$ cat src/rtl/spi_reg_bank_pkg.sv
// spi_reg_bank_pkg: shared FSM state type and frame constants for the SPI register bank
package spi_reg_bank_pkg;
    typedef enum logic [1:0] {IDLE, CMD, DATA, OVER} state_e;
    localparam logic RW_WRITE = 1'b1;
endpackage

$ cat src/rtl/spi_sync_edge.sv
// spi_sync_edge: multi-flop synchroniser with one-clk rise/fall strobes on the synchronised level
module spi_sync_edge #(
    parameter int   SYNC_FF = 2,
    parameter logic RST_VAL = 1'b0
) (
    input  logic clk,
    input  logic rst_n,
    input  logic d_i,
    output logic q_o,
    output logic rise_o,
    output logic fall_o
);
    logic [SYNC_FF-1:0] sync_q;
    logic               prev_q;

    // shift the pin through the chain and remember the last synchronised level
    always_ff @(posedge clk or negedge rst_n) begin
        if (!rst_n) begin
            sync_q <= {SYNC_FF{RST_VAL}};
            prev_q <= RST_VAL;
        end else begin
            sync_q <= {sync_q[SYNC_FF-2:0], d_i};
            prev_q <= sync_q[SYNC_FF-1];
        end
    end

    assign q_o    = sync_q[SYNC_FF-1];
    assign rise_o = q_o & ~prev_q;
    assign fall_o = ~q_o & prev_q;
endmodule

$ cat src/rtl/spi_reg_bank.sv
// spi_reg_bank: SPI mode-0 peripheral owning a bank of control registers with read-back
module spi_reg_bank
    import spi_reg_bank_pkg::*;
#(
    parameter int NUM_REGS = 5,
    parameter int ADDR_W   = 7,
    parameter int DATA_W   = 8,
    parameter int SYNC_FF  = 2
) (
    input  logic                       clk,
    input  logic                       rst_n,
    input  logic                       sclk,
    input  logic                       copi,
    input  logic                       ncs,
    output logic                       cipo,
    output logic                       cipo_oe,
    output logic [NUM_REGS*DATA_W-1:0] reg_q,
    output logic                       wr_stb,
    output logic [ADDR_W-1:0]          wr_addr,
    output logic                       frame_err
);
    localparam int FRAME_LEN = 1 + ADDR_W + DATA_W;
    localparam int CW        = $clog2(FRAME_LEN + 1);

    logic s_ncs, ncs_rise, ncs_fall, sclk_rise, sclk_fall, s_copi;
    logic sclk_lvl_unused, copi_rise_unused, copi_fall_unused;

    state_e                           state_q, state_d;
    logic [CW-1:0]                    cnt_q, cnt_d;
    logic [FRAME_LEN-1:0]             shift_q, shift_d, shift_nxt;
    logic                             rw_q, rw_d, ovf_q, ovf_d;
    logic [DATA_W-1:0]                rdata_q, rdata_d, rd_word;
    logic [NUM_REGS-1:0][DATA_W-1:0]  regs_q, regs_d;
    logic                             wr_stb_q, wr_stb_d, frame_err_q, frame_err_d;
    logic [ADDR_W-1:0]                wr_addr_q, wr_addr_d, f_addr, addr_latch;
    logic [DATA_W-1:0]                f_data;
    logic                             f_rw, last_addr, first_data, last_data, full;
    logic                             addr_ok, wr_ok, bad;

    spi_sync_edge #(.SYNC_FF(SYNC_FF), .RST_VAL(1'b0)) u_sclk (
        .clk(clk), .rst_n(rst_n), .d_i(sclk),
        .q_o(sclk_lvl_unused), .rise_o(sclk_rise), .fall_o(sclk_fall)
    );
    spi_sync_edge #(.SYNC_FF(SYNC_FF), .RST_VAL(1'b0)) u_copi (
        .clk(clk), .rst_n(rst_n), .d_i(copi),
        .q_o(s_copi), .rise_o(copi_rise_unused), .fall_o(copi_fall_unused)
    );
    spi_sync_edge #(.SYNC_FF(SYNC_FF), .RST_VAL(1'b1)) u_ncs (
        .clk(clk), .rst_n(rst_n), .d_i(ncs),
        .q_o(s_ncs), .rise_o(ncs_rise), .fall_o(ncs_fall)
    );

    function automatic logic in_range(input logic [ADDR_W-1:0] a);
        return int'(a) < NUM_REGS;
    endfunction

    // frame fields are only meaningful once bit_cnt reaches FRAME_LEN, which every commit requires
    assign shift_nxt  = {shift_q[FRAME_LEN-2:0], s_copi};
    assign addr_latch = shift_nxt[ADDR_W-1:0];
    assign f_rw       = shift_q[FRAME_LEN-1];
    assign f_addr     = shift_q[FRAME_LEN-2 -: ADDR_W];
    assign f_data     = shift_q[DATA_W-1:0];
    assign last_addr  = cnt_q == CW'(ADDR_W);
    assign first_data = cnt_q == CW'(ADDR_W + 1);
    assign last_data  = cnt_q == CW'(FRAME_LEN - 1);
    assign full       = cnt_q == CW'(FRAME_LEN);
    assign addr_ok    = in_range(f_addr);
    assign wr_ok      = full & ~ovf_q & (f_rw == RW_WRITE) & addr_ok;
    assign bad        = ~full | ovf_q | ((f_rw == RW_WRITE) & ~addr_ok);

    // read mux; out-of-range addresses fall through to zero
    always_comb begin
        rd_word = '0;
        for (int i = 0; i < NUM_REGS; i++)
            if (addr_latch == ADDR_W'(i)) rd_word = regs_q[i];
    end

    // register bank write port, committed only by a clean write frame
    always_comb begin
        regs_d = regs_q;
        for (int i = 0; i < NUM_REGS; i++)
            if (ncs_rise && wr_ok && f_addr == ADDR_W'(i)) regs_d[i] = f_data;
    end

    // FSM state register
    always_ff @(posedge clk or negedge rst_n) begin
        if (!rst_n) state_q <= IDLE;
        else        state_q <= state_d;
    end

    // FSM next state; ncs_rise overrides everything
    always_comb begin
        state_d = ncs_rise                                        ? IDLE :
                  (state_q == IDLE && ncs_fall)                   ? CMD  :
                  (state_q == CMD  && sclk_rise && last_addr)     ? DATA :
                  (state_q == DATA && sclk_rise && last_data)     ? OVER : state_q;
    end

    // FSM outputs: shifting, address latch, read serialisation and commit strobes
    always_comb begin
        cnt_d       = cnt_q;
        shift_d     = shift_q;
        rw_d        = rw_q;
        ovf_d       = ovf_q;
        rdata_d     = rdata_q;
        wr_stb_d    = ncs_rise & wr_ok;
        wr_addr_d   = (ncs_rise & wr_ok) ? f_addr : wr_addr_q;
        frame_err_d = ncs_rise & bad;
        if (ncs_rise) begin
            cnt_d   = '0;
            ovf_d   = 1'b0;
            rdata_d = '0;
        end else if (state_q == IDLE && ncs_fall) begin
            cnt_d   = '0;
            shift_d = '0;
            rw_d    = 1'b0;
            ovf_d   = 1'b0;
            rdata_d = '0;
        end else if ((state_q == CMD || state_q == DATA) && sclk_rise) begin
            cnt_d   = cnt_q + CW'(1);
            shift_d = shift_nxt;
            if (state_q == CMD && last_addr) begin
                rw_d    = shift_nxt[ADDR_W];
                rdata_d = (shift_nxt[ADDR_W] == RW_WRITE) ? '0 : rd_word;
            end
        end else if (state_q == DATA && sclk_fall && rw_q != RW_WRITE && !first_data) begin
            // the fall trailing the last address bit is skipped so the MSB survives to the first data rise
            rdata_d = {rdata_q[DATA_W-2:0], 1'b0};
        end else if (state_q == OVER && sclk_rise) begin
            ovf_d = 1'b1;
        end
    end

    // datapath and register bank state
    always_ff @(posedge clk or negedge rst_n) begin
        if (!rst_n) begin
            cnt_q       <= '0;
            shift_q     <= '0;
            rw_q        <= 1'b0;
            ovf_q       <= 1'b0;
            rdata_q     <= '0;
            regs_q      <= '0;
            wr_stb_q    <= 1'b0;
            wr_addr_q   <= '0;
            frame_err_q <= 1'b0;
        end else begin
            cnt_q       <= cnt_d;
            shift_q     <= shift_d;
            rw_q        <= rw_d;
            ovf_q       <= ovf_d;
            rdata_q     <= rdata_d;
            regs_q      <= regs_d;
            wr_stb_q    <= wr_stb_d;
            wr_addr_q   <= wr_addr_d;
            frame_err_q <= frame_err_d;
        end
    end

    assign cipo      = rdata_q[DATA_W-1];
    assign cipo_oe   = ~s_ncs;
    assign reg_q     = regs_q;
    assign wr_stb    = wr_stb_q;
    assign wr_addr   = wr_addr_q;
    assign frame_err = frame_err_q;
endmodule
$ cat config.mk
export PLATFORM = sky130hd
export DESIGN_NAME = spi_reg_bank
export DESIGN_NICKNAME = d
export VERILOG_FILES = /design/src/rtl/spi_reg_bank_pkg.sv /design/src/rtl/spi_sync_edge.sv /design/src/rtl/spi_reg_bank.sv
export SDC_FILE = /design/constraint.sdc
export NUM_CORES = 1
export LEC_CHECK = 0
export ABC_CLOCK_PERIOD_IN_PS = 2500
export BUFFER_PORTS_ARGS = -buffer_cell sky130_fd_sc_hd__buf_2
export CAP_MARGIN = 20
export CORE_MARGIN = 2
export CORE_UTILIZATION = 25
export DETAILED_ROUTE_END_ITERATION = 8
export HOLD_SLACK_MARGIN = 0.06
export PLACE_DENSITY_LB_ADDON = 0.25
export SYNTH_ARGS = -nofsm -noshare
export SYNTH_HDL_FRONTEND = slang
export SYNTH_SLANG_ARGS = --single-unit
$ cat constraint.sdc
create_clock -name clk -period 2.5 [get_ports clk]
set_input_delay 0.25 -clock clk [delete_from_list [all_inputs] [get_ports clk]]
set_output_delay 0.25 -clock clk [all_outputs]
set_load 0.01 [all_outputs]
==> impl_metrics.csv <==
group,metric,value,unit
outcome,status,"finished clean",
power_and_ir_drop,p_seq_frac,0.491,
sta,slew_headroom,0.4151,
power_and_ir_drop,p_sw,775.9,uW
synthesis,synth_edf_count,0,
final_layout,synthToLayoutAreaGrowth,22.95,%
global_route,first_global_vias,2888,
power_and_ir_drop,power_density,616.9,mW/mm2
synthesis,synth-seq-cells,90,
floorplanning,row_count,46,
power_and_ir_drop,power,3122,uW
synthesis,ys_async_sr_fraction,1.000,
sta,rsz0062_at_grt,"false",
sta,finalSetupViolations,0,
synthesis,yosysTopAreaCellShare,0.5289,
worst_setup_path,rr_worst_depth,6,
synthesis,dominantRegCellSynth,"dfrtp_1",
routing,post_drt_wl_per_cell,15.86,um
global_route,grtUsageTotal,0.1179,
synthesis,yosysTopAreaCell,"dfrtp_1",
clock_tree,root_buffer,"clkbuf_16",
worst_setup_path,arrival,2.54,ns
routing,routed_wl,9958,um
worst_setup_path,start_kind,"flip-flop",
clock_tree,insertion_delay,0.35,ns
worst_setup_path,setup.reg_to_reg.worst_slack,0.19,ns
floorplanning,start_util,0.2573,
synthesis,synth_fp_nets,352,
routing,drt_iter0_markers,126,
synthesis,yosysMostFrequentCell,"dfrtp_1",
routing,drc,0,
placement,portBuffers,55,
sta,post-route-period-util,0.9250,
floorplanning,ios,56,
sta,min_period,2.313,ns
worst_setup_path,endpoint,"reg_q[32]",
sta,totalNegativeSetupSlack,0,ns
final_layout,multi_input_area,0.001767,mm2
final_layout,nFillCells,1670,
power_and_ir_drop,power.internal,2346,uW
routing,routed_via_density,4.546,
global_route,grt-ovfl-total,0,
synthesis,synthCells,340,
final_layout,drive_gt1_frac,0.3350,
floorplanning,die_height,132.3,um
placement,dp_hpwl,7017,um
clock_tree,cts_buffers,9,
synthesis,synth-seq-area-share,0.5480,
final_layout,antenna_cells,0,
sta,hold_viol,0,
clock_tree,clock_path_buffers,2,
worst_setup_path,startpoint,"cnt_q[0]",
worst_setup_path,r2r-start,"cnt_q[0]",
routing,dr_total_vias,2855,
worst_setup_path,worst-path-max-fanout,9,
power_and_ir_drop,vdd_drop_max,0.3320,mV
sta,skew,0.009870,ns
clock_tree,clk_pin_slew,0.07,ns
sta,max_clock_freq,432.4,MHz
synthesis,ys_top_cells_by_area,"dfrtp_1 (53%), mux2_2 (11%), a22o_1 (3.4%)",
floorplanning,coreArea,0.01600,mm2
worst_setup_path,regToRegEndpoint,"reg_q[32]",
synthesis,ys_types,42,
clock_tree,cts_sinks,90,
worst_hold_path,hold_class,"flip-flop to flip-flop",
routing,drtAntennaViolNets,0,
clock_tree,cts_tree,"done",
floorplanning,die_w,132.3,um
worst_setup_path,critical_path_required,2.73,ns
synthesis,ys_warn_count,0,
synthesis,synth.avg_cell_area,12.11,um2
routing,drt-pass1-iter-count,4,
synthesis,synthTopCellsByCount,"dfrtp_1 (87), mux2_2 (41), nand2_1 (21), nor2_1 (18)",
worst_setup_path,endpoint_kind,"flip-flop",
clock_tree,cts_max_level,3,
final_layout,final_nets,419,
sta,holdWs,0.3552,ns
global_route,grt_pass1_wl,16010,um
global_route,antenna_found_initial,0,
global_route,grt_max_degree,56,
floorplanning,die_area,0.01751,mm2
power_and_ir_drop,p_leak,0.002405,uW
power_and_ir_drop,comb_power_share,0.065,
run,drv_cap,0,
worst_setup_path,crit_type,"flip-flop to flip-flop",
power_and_ir_drop,clkPwrFrac,0.444,
sta,tightest_slew,0.8774,ns
synthesis,syn_area,0.004116,mm2
sta,finalMaxSlewViolations,0,
power_and_ir_drop,p_sw_frac,0.2485,
placement,gp_congestion,0.7688,
final_layout,regArea,0.002256,mm2
-- state kept, by name, summed over array words and instances (netlist names) --
signal and count:
cnt_q 5, frame_err 1, ovf_q 1, rdata_q 8
reg_q 40, rw_q 1, shift_q 16, state_q 2
u_copi.sync_q 2, u_ncs.prev_q 1, u_ncs.sync_q 2, u_sclk.prev_q 1
u_sclk.sync_q 2, wr_addr 7, wr_stb 1
-- what timing repair did --
action	CTS	global route
hold endpoints to repair	38	0
hold buffers	4	0
gates resized for setup	0	0
buffers inserted	0	0
-- kinds of logic (layout without fill, tap and decap cells) --
family,after synthesis,count (layout),share of synthesized area
XOR/XNOR,2,2,0.004256
AND/OR/NAND/NOR,103,103,0.1672
buffers and inverters,25,97,0.02280
adder cells (fa/ha/maj),7,7,0.02128
multiplexers,50,50,0.1343
flip-flops,90,90,0.5480
AO/OA/AOI/OAI,63,63,0.1021
-- layout make-up --
| class | instances | share of cell area |
|---|---|---|
| inverters | 9 | 0.006675 |
| flip-flops and latches | 90 | 0.4457 |
| clock inverters | 6 | 0.01533 |
| repair buffers | 72 | 0.08455 |
| multi-input cells | 225 | 0.3491 |
| well taps | 216 | 0.05340 |
| clock buffers | 10 | 0.04524 |
-- how the worst min path moves through the flow --
| stage | end | from | cells after the start |
|---|---|---|---|
| 2_1_floorplan | cnt_q[0] | rst_n | 0 |
| 3_3_place_gp | u_copi.sync_q[0] | rst_n | 1 |
| 3_5_place_dp | u_copi.sync_q[0] | rst_n | 1 |
| 4_1_cts | u_ncs.sync_q[1] | u_ncs.sync_q[0] | 0 |
| 5_1_grt | u_copi.sync_q[1] | u_copi.sync_q[0] | 0 |
| 6_report | u_sclk.sync_q[1] | u_sclk.sync_q[0] | 0 |
-- worst max-delay path: stages, from the launching register on --
cell and delay (ns):
dfrtp_1 0.41, inv_1 0.08, ha_1 0.17, nor4b_4 0.30
nand4_4 0.24, nor4b_4 0.58, mux2_2 0.40
-- layout by cell type (no fill, tap or decap), types with 2 or more instances in the layout --
cell type / count
nor3_2: 2
nand2_1: 21
dfstp_2: 3
o21ai_0: 11
ha_1: 7
nor2b_1: 6
dlygate4sd3_1: 4
clkinv_4: 2
a22o_1: 16
mux2_2: 41
nand2b_1: 3
nand3b_1: 16
o22ai_1: 7
nand4_1: 2
inv_1: 9
and3b_1: 3
xor2_1: 2
a21oi_1: 15
a31oi_1: 3
nor3_1: 3
or3_1: 7
buf_4: 13
nor4b_4: 4
o211ai_1: 7
buf_2: 54
nand3_1: 8
clkbuf_16: 9
dfrtp_1: 87
nor2_1: 18
mux2i_1: 8
-- through the flow --
step	util	cells	cell area [um2]	setup WS (ns)
3_5_place_dp	0.2947	608	4715	0.1766
3_3_place_gp	0.2947	608	4715	0.2533
5_1_grt	0.3163	628	5061	0.03406
4_1_cts	0.3163	628	5061	0.1464
6_report	0.3163	628	5061	0.1874
2_1_floorplan	-	340	4116	0.3997
-- power by group through the flow --
stage          Clock (uW)  Combinational, uW  Sequential [uW]
5_1_grt              1500                229             1540
2_1_floorplan           0                145             1530
4_1_cts              1440                208             1530
6_report             1390                204             1530
3_3_place_gp            0                199             1560
3_5_place_dp            0                202             1560
-- per-layer routing --
layer  track usage  wire length (um)  vias up
li1              -                 -     1381
met1        0.1593              4873     1407
met2        0.1808              4550       62
met3       0.04152               469        5
met4       0.02867                65        0
met5             0                 0        -
Power figures use the tool's default switching activity.
